<file path="src/rtl/donut_rom_arbiter.sv">
// donut_rom_arbiter
//   Shares one registered-output ROM between two read requesters.
//   Requester 0 (display) has fixed priority. Requester 1 (auxiliary) gets a
//   forced grant after STARVE_MAX consecutive denied cycles. Grants are
//   combinational. Read data comes back exactly two cycles after the grant,
//   in grant order, and one read per cycle can be sustained.
//
// Ports
//   clk_i, rst_i          clock and synchronous active-high reset
//   en_i                  arbitration enable (in-flight reads still drain)
//   rN_req_i / rN_addr_i  read request and address, held until granted
//   rN_gnt_o              combinational grant
//   rN_valid_o            one-cycle pulse while rN_data_o holds new data
//   rN_data_o             registered read data, held until the next own read
//   rom_cen_o/rom_addr_o  ROM read strobe and address (combinational)
//   rom_data_i            ROM data, valid the cycle after rom_cen_o
module donut_rom_arbiter #(
    parameter int STARVE_MAX = 8
) (
    input  logic        clk_i,
    input  logic        rst_i,
    input  logic        en_i,
    input  logic        r0_req_i,
    input  logic [14:0] r0_addr_i,
    output logic        r0_gnt_o,
    output logic        r0_valid_o,
    output logic [3:0]  r0_data_o,
    input  logic        r1_req_i,
    input  logic [14:0] r1_addr_i,
    output logic        r1_gnt_o,
    output logic        r1_valid_o,
    output logic [3:0]  r1_data_o,
    output logic        rom_cen_o,
    output logic [14:0] rom_addr_o,
    input  logic [3:0]  rom_data_i
);

    localparam logic [7:0] STARVE_LIMIT = 8'(STARVE_MAX);

    logic [7:0] starve_reg;
    logic [7:0] starve_next;

    // In-flight tags {valid, owner}: tag1 is the cycle the ROM is reading,
    // tag2 is the cycle the captured data is presented.
    logic [1:0] tag1_reg;
    logic [1:0] tag2_reg;

    logic       arb_ok;
    logic       force1;
    logic       gnt0;
    logic       gnt1;
    logic [3:0] data_reg [2];
    logic [1:0] valid_vec;

    assign arb_ok = en_i & ~rst_i;
    assign force1 = arb_ok & r1_req_i & (starve_reg == STARVE_LIMIT);
    assign gnt0   = arb_ok & r0_req_i & ~force1;
    // Requester 1 wins whenever requester 0 does not; this covers both the
    // idle-r0 case and the forced (starved) case.
    assign gnt1   = arb_ok & r1_req_i & ~gnt0;

    assign r0_gnt_o   = gnt0;
    assign r1_gnt_o   = gnt1;
    assign rom_cen_o  = gnt0 | gnt1;
    assign rom_addr_o = gnt0 ? r0_addr_i : (gnt1 ? r1_addr_i : 15'd0);

    // Starvation counter: frozen while arbitration is disabled, cleared when
    // requester 1 is served or idle, otherwise counts denied cycles.
    always_comb begin
        starve_next = starve_reg;
        if (en_i) begin
            if (gnt1 || !r1_req_i) begin
                starve_next = 8'd0;
            end else if (starve_reg != STARVE_LIMIT) begin
                starve_next = starve_reg + 8'd1;
            end
        end
    end

    always_ff @(posedge clk_i) begin
        if (rst_i) begin
            starve_reg <= 8'd0;
            tag1_reg   <= 2'b00;
            tag2_reg   <= 2'b00;
        end else begin
            starve_reg <= starve_next;
            tag1_reg   <= {gnt0 | gnt1, gnt1};
            tag2_reg   <= tag1_reg;
        end
    end

    generate
        for (genvar gi = 0; gi < 2; gi++) begin : g_resp
            // ROM output is valid while tag1 is live; capture it for the owner.
            always_ff @(posedge clk_i) begin
                if (rst_i) begin
                    data_reg[gi] <= 4'd0;
                end else if (tag1_reg[1] && (tag1_reg[0] == 1'(gi))) begin
                    data_reg[gi] <= rom_data_i;
                end
            end
            // Masked by reset so a read caught in flight never pulses.
            assign valid_vec[gi] = tag2_reg[1] & (tag2_reg[0] == 1'(gi)) & ~rst_i;
        end
    endgenerate

    assign r0_valid_o = valid_vec[0];
    assign r1_valid_o = valid_vec[1];
    assign r0_data_o  = data_reg[0];
    assign r1_data_o  = data_reg[1];

endmodule

</file>
<file path="config.mk">
export PLATFORM = sky130hd
export DESIGN_NAME = donut_rom_arbiter
export DESIGN_NICKNAME = d
export VERILOG_FILES = /design/src/rtl/donut_rom_arbiter.sv
export SDC_FILE = /design/constraint.sdc
export NUM_CORES = 1
export LEC_CHECK = 0
export ABC_AREA = 1
export BUFFER_PORTS_ARGS = -buffer_cell sky130_fd_sc_hd__buf_2
export CAP_MARGIN = 10
export CORE_UTILIZATION = 30
export CTS_CLUSTER_SIZE = 8
export DETAILED_ROUTE_END_ITERATION = 16
export GPL_TIMING_DRIVEN = 0
export PLACE_DENSITY = 0.57
export SETUP_SLACK_MARGIN = 0.5
export SLEW_MARGIN = 40
export SYNTH_ARGS = -nofsm -noshare
export SYNTH_HDL_FRONTEND = slang
export SYNTH_SLANG_ARGS = --single-unit
export TNS_END_PERCENT = 5
</file>
<file path="constraint.sdc">
create_clock -name clk_i -period 1.86 [get_ports clk_i]
set_input_delay 0.279 -clock clk_i [delete_from_list [all_inputs] [get_ports clk_i]]
set_output_delay 0.279 -clock clk_i [all_outputs]
set_load 0.02 [all_outputs]
</file>
==> results.sh, run 1 <==
export IMPL_setup_slack_ns=-0.148
export IMPL_yosys_area_top_type="dfxtp_1"
export IMPL_netlist_top_cells_area="dfxtp_1 (21%), edfxtp_1 (21%), nand2_1 (9.6%)"
export IMPL_cp_end_kind="primary output"
export IMPL_slew_headroom_pct=61.1
export IMPL_numCtsBuffers=3
export IMPL_vias=1261
export IMPL_io_buffers=66
export IMPL_antenna_left=0
export IMPL_rows=21
export IMPL_ctsHoldBuffers=0
export IMPL_cts_tree="yes"
export IMPL_worstPathMaxFanout=7
export IMPL_drive_gt1_share_pct=53.9
export IMPL_die_area_sq_um=4030
export IMPL_core_sq_um=3470
export IMPL_gp_congestion=0.789
export IMPL_ir_worst_vdd_mv=0.625
export IMPL_synth_top_area_share_pct=21.2
export IMPL_ys_types=20
export IMPL_arrival_ns=1.73
export IMPL_post_route_period_util_pct=108
export IMPL_regToRegStartpoint="starve_reg[1]$_SDFFE_PP0P_"
export IMPL_die_x_um=63.5
export IMPL_grt_pass1_vias=1192
export IMPL_cpMostUsedCell="nand2_4"
export IMPL_ff2ff_setup_slack_ns=0.17
export IMPL_dr_first_iter_drc_count=40
export IMPL_die_h_um=63.5
export IMPL_fin_area_sq_um=2070
export IMPL_finClkSkew_ns=0.00171
export IMPL_grt_overflow_total=0
export IMPL_placed_area_sq_um=1640
export IMPL_worst_path_max_delay_cell="dfxtp_2"
export IMPL_cts_htree_levels=1
export IMPL_power_leakage_uw=0.00105
export IMPL_required_ns=1.58
export IMPL_ys_seq_area_share_pct=42.3
export IMPL_cts_root_buf="clkbuf_8"
export IMPL_clkLatencyLatePin_ns=0.26
export IMPL_diodes=0
export IMPL_avgSynthCellArea_sq_um=7.83
export IMPL_tns_ns=-2.01
export IMPL_wl_per_cell_um=13.3
export IMPL_wirelength_um=3690
export IMPL_worstRegToRegCells=15
export IMPL_drcViolationCount=0
export IMPL_rsz0062_at_grt="true"
export IMPL_status="finished with violations"
export IMPL_slowest_delay_ns=0.34
export IMPL_antenna_found_initial=0
export IMPL_synth_cell_area_sq_um=1130
export IMPL_finalSetupViolCount=16
export IMPL_final_hold_violation_count=0
export IMPL_cts_sink_count=20
export IMPL_initial_core_util_pct=32.7
export IMPL_drv_slew=0
export IMPL_ys_ff_latch=20
export IMPL_violations="setup timing"
export IMPL_min_period_ns=2.01
export IMPL_synth_net_count=186
export IMPL_timing_hold_ws_ns=0.287
export IMPL_fmax_mhz=498
export IMPL_io_pins=67
export IMPL_crit_path_start_kind="flop"
export IMPL_final_core_util_pct=59.6
export IMPL_hp_class="in -> reg"
export IMPL_yosysWarnings=0
export IMPL_viasPerCell=4.54
export IMPL_clk_pin_slew_ns=0.08
export IMPL_critPathKind="reg -> out"
export IMPL_holdPathStages=2
export IMPL_grt_pass1_wl_um=5520
export IMPL_synthCells=145
export IMPL_max_cap_violations=0
export IMPL_powerDensity_nw_per_um2=589
export IMPL_area_growth_syn_to_layout_pct=82.1
export IMPL_reg2reg_to="starve_reg[7]$_SDFFE_PP0P_"
export IMPL_dp_hpwl_um=2490
export IMPL_grt_max_degree=13
export IMPL_cts_buffer_depth=2
export IMPL_max_slew_worst_pin_slew_ns=0.578
export IMPL_grt_use_total_pct=17.7
export IMPL_hold_end="starve_reg[1]$_SDFFE_PP0P_"
export IMPL_crit_path_cell_trace="inv_2 > ha_4 > nand2_4 > nor2_4 > nand2_2 > nand2_4 > nand2_4 > inv_8 > clkbuf_16 > a22o_4 > buf_6"
export IMPL_first_pass_iters=4
export IMPL_nets=274
export IMPL_min_delay_start="rst_i"
area by class of cell:
| class | instances | area [sq um] |
|---|---|---|
| timing repair buffer | 83 | 614 |
| multi-input combinational | 97 | 678 |
| clock buffer | 3 | 41.3 |
| inverter | 25 | 111 |
| tap | 46 | 57.6 |
| fill | 323 | 1400 |
| clock inverter | 1 | 30.0 |
| sequential | 20 | 483 |
| buffer | 3 | 51.3 |
report_power, final:
| group | internal (uW) | switching, uW | leakage (uW) | total (uW) |
|---|---|---|---|---|
| sequential | 473 | 5.49 | 0.000176 | 479 |
| clock | 287 | 149 | 0.0000357 | 437 |
| combinational | 150 | 151 | 0.000837 | 301 |
| total | 911 | 306 | 0.00105 | 1220 |
critical path: cells and delay by family (launching register included):
family	cells	cell delay (ns)
AOI/OAI and AO/OA	1	0.21
and+or+nand+nor	5	0.38
DFF	1	0.34
adders and majority gates	1	0.16
buffers and inverters	4	0.38
worst max path at each step:
stage	startpoint	to	slack, ns	cells after the start
finish	starve_reg[1]$_SDFFE_PP0P_	rom_addr_o[13]	-0.15	11
global route	starve_reg[0]$_SDFFE_PP0P_	rom_addr_o[5]	-0.21	11
CTS	starve_reg[1]$_SDFFE_PP0P_	rom_addr_o[0]	-0.14	10
detailed placement	starve_reg[1]$_SDFFE_PP0P_	rom_addr_o[6]	0.07	10
global placement	starve_reg[1]$_SDFFE_PP0P_	rom_addr_o[10]	0.09	10
floorplan	starve_reg[1]$_SDFFE_PP0P_	rom_addr_o[10]	0.28	9
metrics by stage:
step	cells	power [uW]	setup slack, ns
final	278	1220	-0.148
after global routing	278	1270	-0.208
after CTS	272	1210	-0.135
after detailed placement	257	710	0.0712
after global placement	257	706	0.0939
after floorplan	145	620	0.281
metal layers:
metal,up-vias,global-route usage (%),share of wire (%)
met5,-,0,0
li1,644,-,-
met1,581,21.6,40
met2,34,31.8,56
met4,0,3.41,0.22
met3,2,3.62,4.1
cells by family after synthesis:
| group | Yosys count | synth area share [%] |
|---|---|---|
| AO/OA/AOI/OAI | 23 | 16.1 |
| adder cells (fa/ha/maj) | 2 | 2.20 |
| buffers and inverters | 28 | 11.7 |
| flip-flops | 20 | 42.3 |
| AND/OR/NAND/NOR | 72 | 27.7 |
synth_stat cells:
cell type and instances:
edfxtp_1 8, dfxtp_1 12, nand2_2 2, a21oi_1 3, nor2_4 1, nor4_1 1, o21ai_0 4, o2111ai_1 1
buf_6 3, nor3_1 2, nand2_4 2, nand2_1 29, nor2_1 26, nand3_1 9, inv_1 20, a22o_1 9
inv_2 3, inv_4 2, a22o_2 6, ha_1 2
cell usage in the layout, fill, tap and decap left out, drive strengths merged, types with 2 or more instances in the layout:
master / instances
buf: 85
ha: 2
a21oi: 3
dfxtp: 12
a22o: 15
inv: 25
nor2: 27
o21ai: 4
edfxtp: 8
nor3: 2
clkbuf: 4
nand2: 33
nand3: 9
timing repair:
item	CTS	global route
pin swaps	11	7
gates resized for setup	49	6
buffers inserted	10	5
setup endpoints to repair	23	25
cloned	1	1
Note: power is estimated with default switching activity, not from simulation.
==> run 2, diff against run 1 <==
- ABC_AREA: 1 -> default
- PLACE_DENSITY: 0.57 -> 0.56
==> results.sh, run 2 <==
export IMPL_slew_headroom_pct=53.3
export IMPL_fmax_mhz=490
export IMPL_rsz0062_at_grt="true"
export IMPL_mostFrequentLayoutCells="buf_2 (53), inv_1 (18), buf_6 (18)"
export IMPL_grt_use_met3_pct=3.35
export IMPL_clkLatencyLatePin_ns=0.25
export IMPL_synth_top_area_share_pct=20.4
export IMPL_drv_slew=0
export IMPL_grt_busiest_layer="met2"
export IMPL_die_x_um=64.6
export IMPL_violations="setup timing"
export IMPL_antenna_left=0
export IMPL_grtUsageMet1_pct=20.1
export IMPL_die_h_um=64.6
export IMPL_worstPathMaxFanout=5
export IMPL_synth_cell_area_sq_um=1180
export IMPL_cp_end_kind="primary output"
export IMPL_ctsHoldBuffers=0
export IMPL_crit_path_cell_trace="or3_4 > o311ai_4 > buf_6 > o22ai_2 > buf_6"
export IMPL_post_route_period_util_pct=110
export IMPL_power_leakage_uw=0.000908
export IMPL_clk_pin_slew_ns=0.07
export IMPL_cts_htree_levels=1
export IMPL_ys_ff_latch=20
export IMPL_viasPerCell=5.00
export IMPL_finClkSkew_ns=0.00274
export IMPL_cts_buffer_depth=2
export IMPL_gp_congestion=0.742
export IMPL_setup_slack_ns=-0.182
export IMPL_cpMostUsedCell="buf_6"
export IMPL_area_growth_syn_to_layout_pct=64.9
export IMPL_rows=22
export IMPL_synthCells=134
export IMPL_powerDensity_nw_per_um2=590
export IMPL_synth_edf_count=8
export IMPL_wirelength_um=3390
export IMPL_yosysWarnings=0
export IMPL_core_sq_um=3720
export IMPL_met2_usage_pct=29.9
export IMPL_slowest_delay_ns=0.41
export IMPL_diodes=0
export IMPL_dr_first_iter_drc_count=62
export IMPL_cts_sink_count=20
export IMPL_drcViolationCount=0
export IMPL_max_cap_violations=0
export IMPL_required_ns=1.58
export IMPL_dp_hpwl_um=2470
export IMPL_io_buffers=66
export IMPL_layout_commonest_cell="buf_2"
export IMPL_hp_class="in -> reg"
export IMPL_status="finished with violations"
export IMPL_grt_pass1_vias=1229
export IMPL_timing_hold_ws_ns=0.259
export IMPL_final_core_util_pct=52.2
export IMPL_critPathKind="reg -> out"
export IMPL_first_pass_iters=4
export IMPL_grt_use_total_pct=16.3
export IMPL_ir_worst_vdd_mv=0.379
export IMPL_vias=1295
export IMPL_max_slew_worst_pin_slew_ns=0.697
export IMPL_grt_pass1_wl_um=5400
export IMPL_cts_tree="yes"
export IMPL_drive_gt1_share_pct=51.2
export IMPL_avgSynthCellArea_sq_um=8.78
export IMPL_nets=253
export IMPL_final_hold_violation_count=0
export IMPL_tns_ns=-2.88
export IMPL_netlist_top_cells_area="dfxtp_1 (20%), edfxtp_1 (20%), o22ai_1 (8.0%)"
export IMPL_pre_cts_ws_ns=-0.0894
export IMPL_grt_max_degree=13
export IMPL_yosysMostFrequentCell="inv_1"
export IMPL_async_reset_ff_share_pct=0
export IMPL_worst_path_max_delay_cell="or3_4"
export IMPL_ys_types=30
export IMPL_finalSetupViolCount=17
export IMPL_synth_net_count=175
export IMPL_initial_core_util_pct=31.6
export IMPL_yosys_area_top_type="dfxtp_1"
export IMPL_die_area_sq_um=4180
export IMPL_cts_root_buf="clkbuf_8"
export IMPL_grt_overflow_total=0
export IMPL_min_period_ns=2.04
export IMPL_arrival_ns=1.76
export IMPL_numCtsBuffers=3
export IMPL_synth_common_cells="inv_1 (20), nand3_1 (17), o22ai_1 (15)"
export IMPL_crit_path_start_kind="flop"
export IMPL_wl_per_cell_um=13.1
export IMPL_antenna_found_initial=0
export IMPL_io_pins=67
export IMPL_synthFlopType="dfxtp_1"
export IMPL_ys_seq_area_share_pct=40.9
run 2: cell types whose count changed after synthesis, moves of 5 or more:
| cell | before | now |
|---|---|---|
| nand2_1 | 29 | 4 |
| nand3_1 | 9 | 17 |
| nor2_1 | 26 | 4 |
| clkbuf_1 | 0 | 5 |
| o22ai_1 | 0 | 15 |
| and3_1 | 0 | 8 |
| a22o_1 | 9 | 0 |
| a22o_2 | 6 | 0 |
run 2: timing repair:
| action | in CTS | in global routing |
|---|---|---|
| cloned | 2 | 0 |
| gates resized for setup | 44 | 16 |
| pin swaps | 11 | 10 |
| setup buffers | 4 | 1 |
| setup endpoints to repair | 28 | 28 |
run 2: report_power, final:
part / internal, uW / switching [uW] / leakage (uW)
logic: 113 / 131 / 0.000691
registers: 469 / 4.57 / 0.000181
clock network: 287 / 141 / 0.0000357
run 2: area by class of cell:
cell class / count / area [sq um]
Timing Repair Buffer: 73 / 472
Clock inverter: 1 / 30.0
Inverter: 20 / 75.1
Fill cell: 364 / 1780
Clock buffer: 3 / 41.3
Sequential cell: 20 / 485
Multi-Input combinational cell: 84 / 679
Buffer: 10 / 96.3
Tap cell: 48 / 60.1
run 2: cells by family after synthesis:
logic type | after synthesis | synth area share, %
and+or+nand+nor | 46 | 22.0
adders and majority gates | 2 | 2.13
AOI/OAI and AO/OA | 33 | 21.1
buffers and inverters | 30 | 11.7
DFF | 20 | 40.9
xor gates and xnor gates | 3 | 2.23
run 2: worst max-delay path: cells and delay by family, from the launching register on:
family	cells	cell delay [ns]
flip-flops	1	0.33
AO/OA/AOI/OAI	2	0.44
AND/OR/NAND/NOR	1	0.41
buffers and inverters	2	0.32
run 2: through the flow:
| stage | cell area [sq um] | std cells | total power (uW) |
|---|---|---|---|
| finish | 1940 | 259 | 1140 |
| global route | 1940 | 259 | 1190 |
| floorplan | 1230 | 134 | 600 |
| detailed placement | 1630 | 248 | 685 |
| global placement | 1630 | 248 | 680 |
| CTS | 1880 | 258 | 1150 |
run 2: path summary, 6_finish.rpt:
| check | slack [ns] | to | start | cells past startpoint |
|---|---|---|---|---|
| setup / recovery | -0.18 | rom_addr_o[11] | starve_reg[4]$_SDFFE_PP0P_ | 5 |
| setup reg to reg | 0.19 | starve_reg[7]$_SDFFE_PP0P_ | starve_reg[4]$_SDFFE_PP0P_ | 3 |
| hold reg to reg | 0.52 | starve_reg[7]$_SDFFE_PP0P_ | starve_reg[7]$_SDFFE_PP0P_ | 2 |
| hold / removal | 0.26 | starve_reg[1]$_SDFFE_PP0P_ | rst_i | 2 |
run 2: metal layers:
layer,up-vias,routed length [um]
met4,0,0
met1,611,1460
met5,-,0
met2,38,1800
li1,646,-
met3,0,136
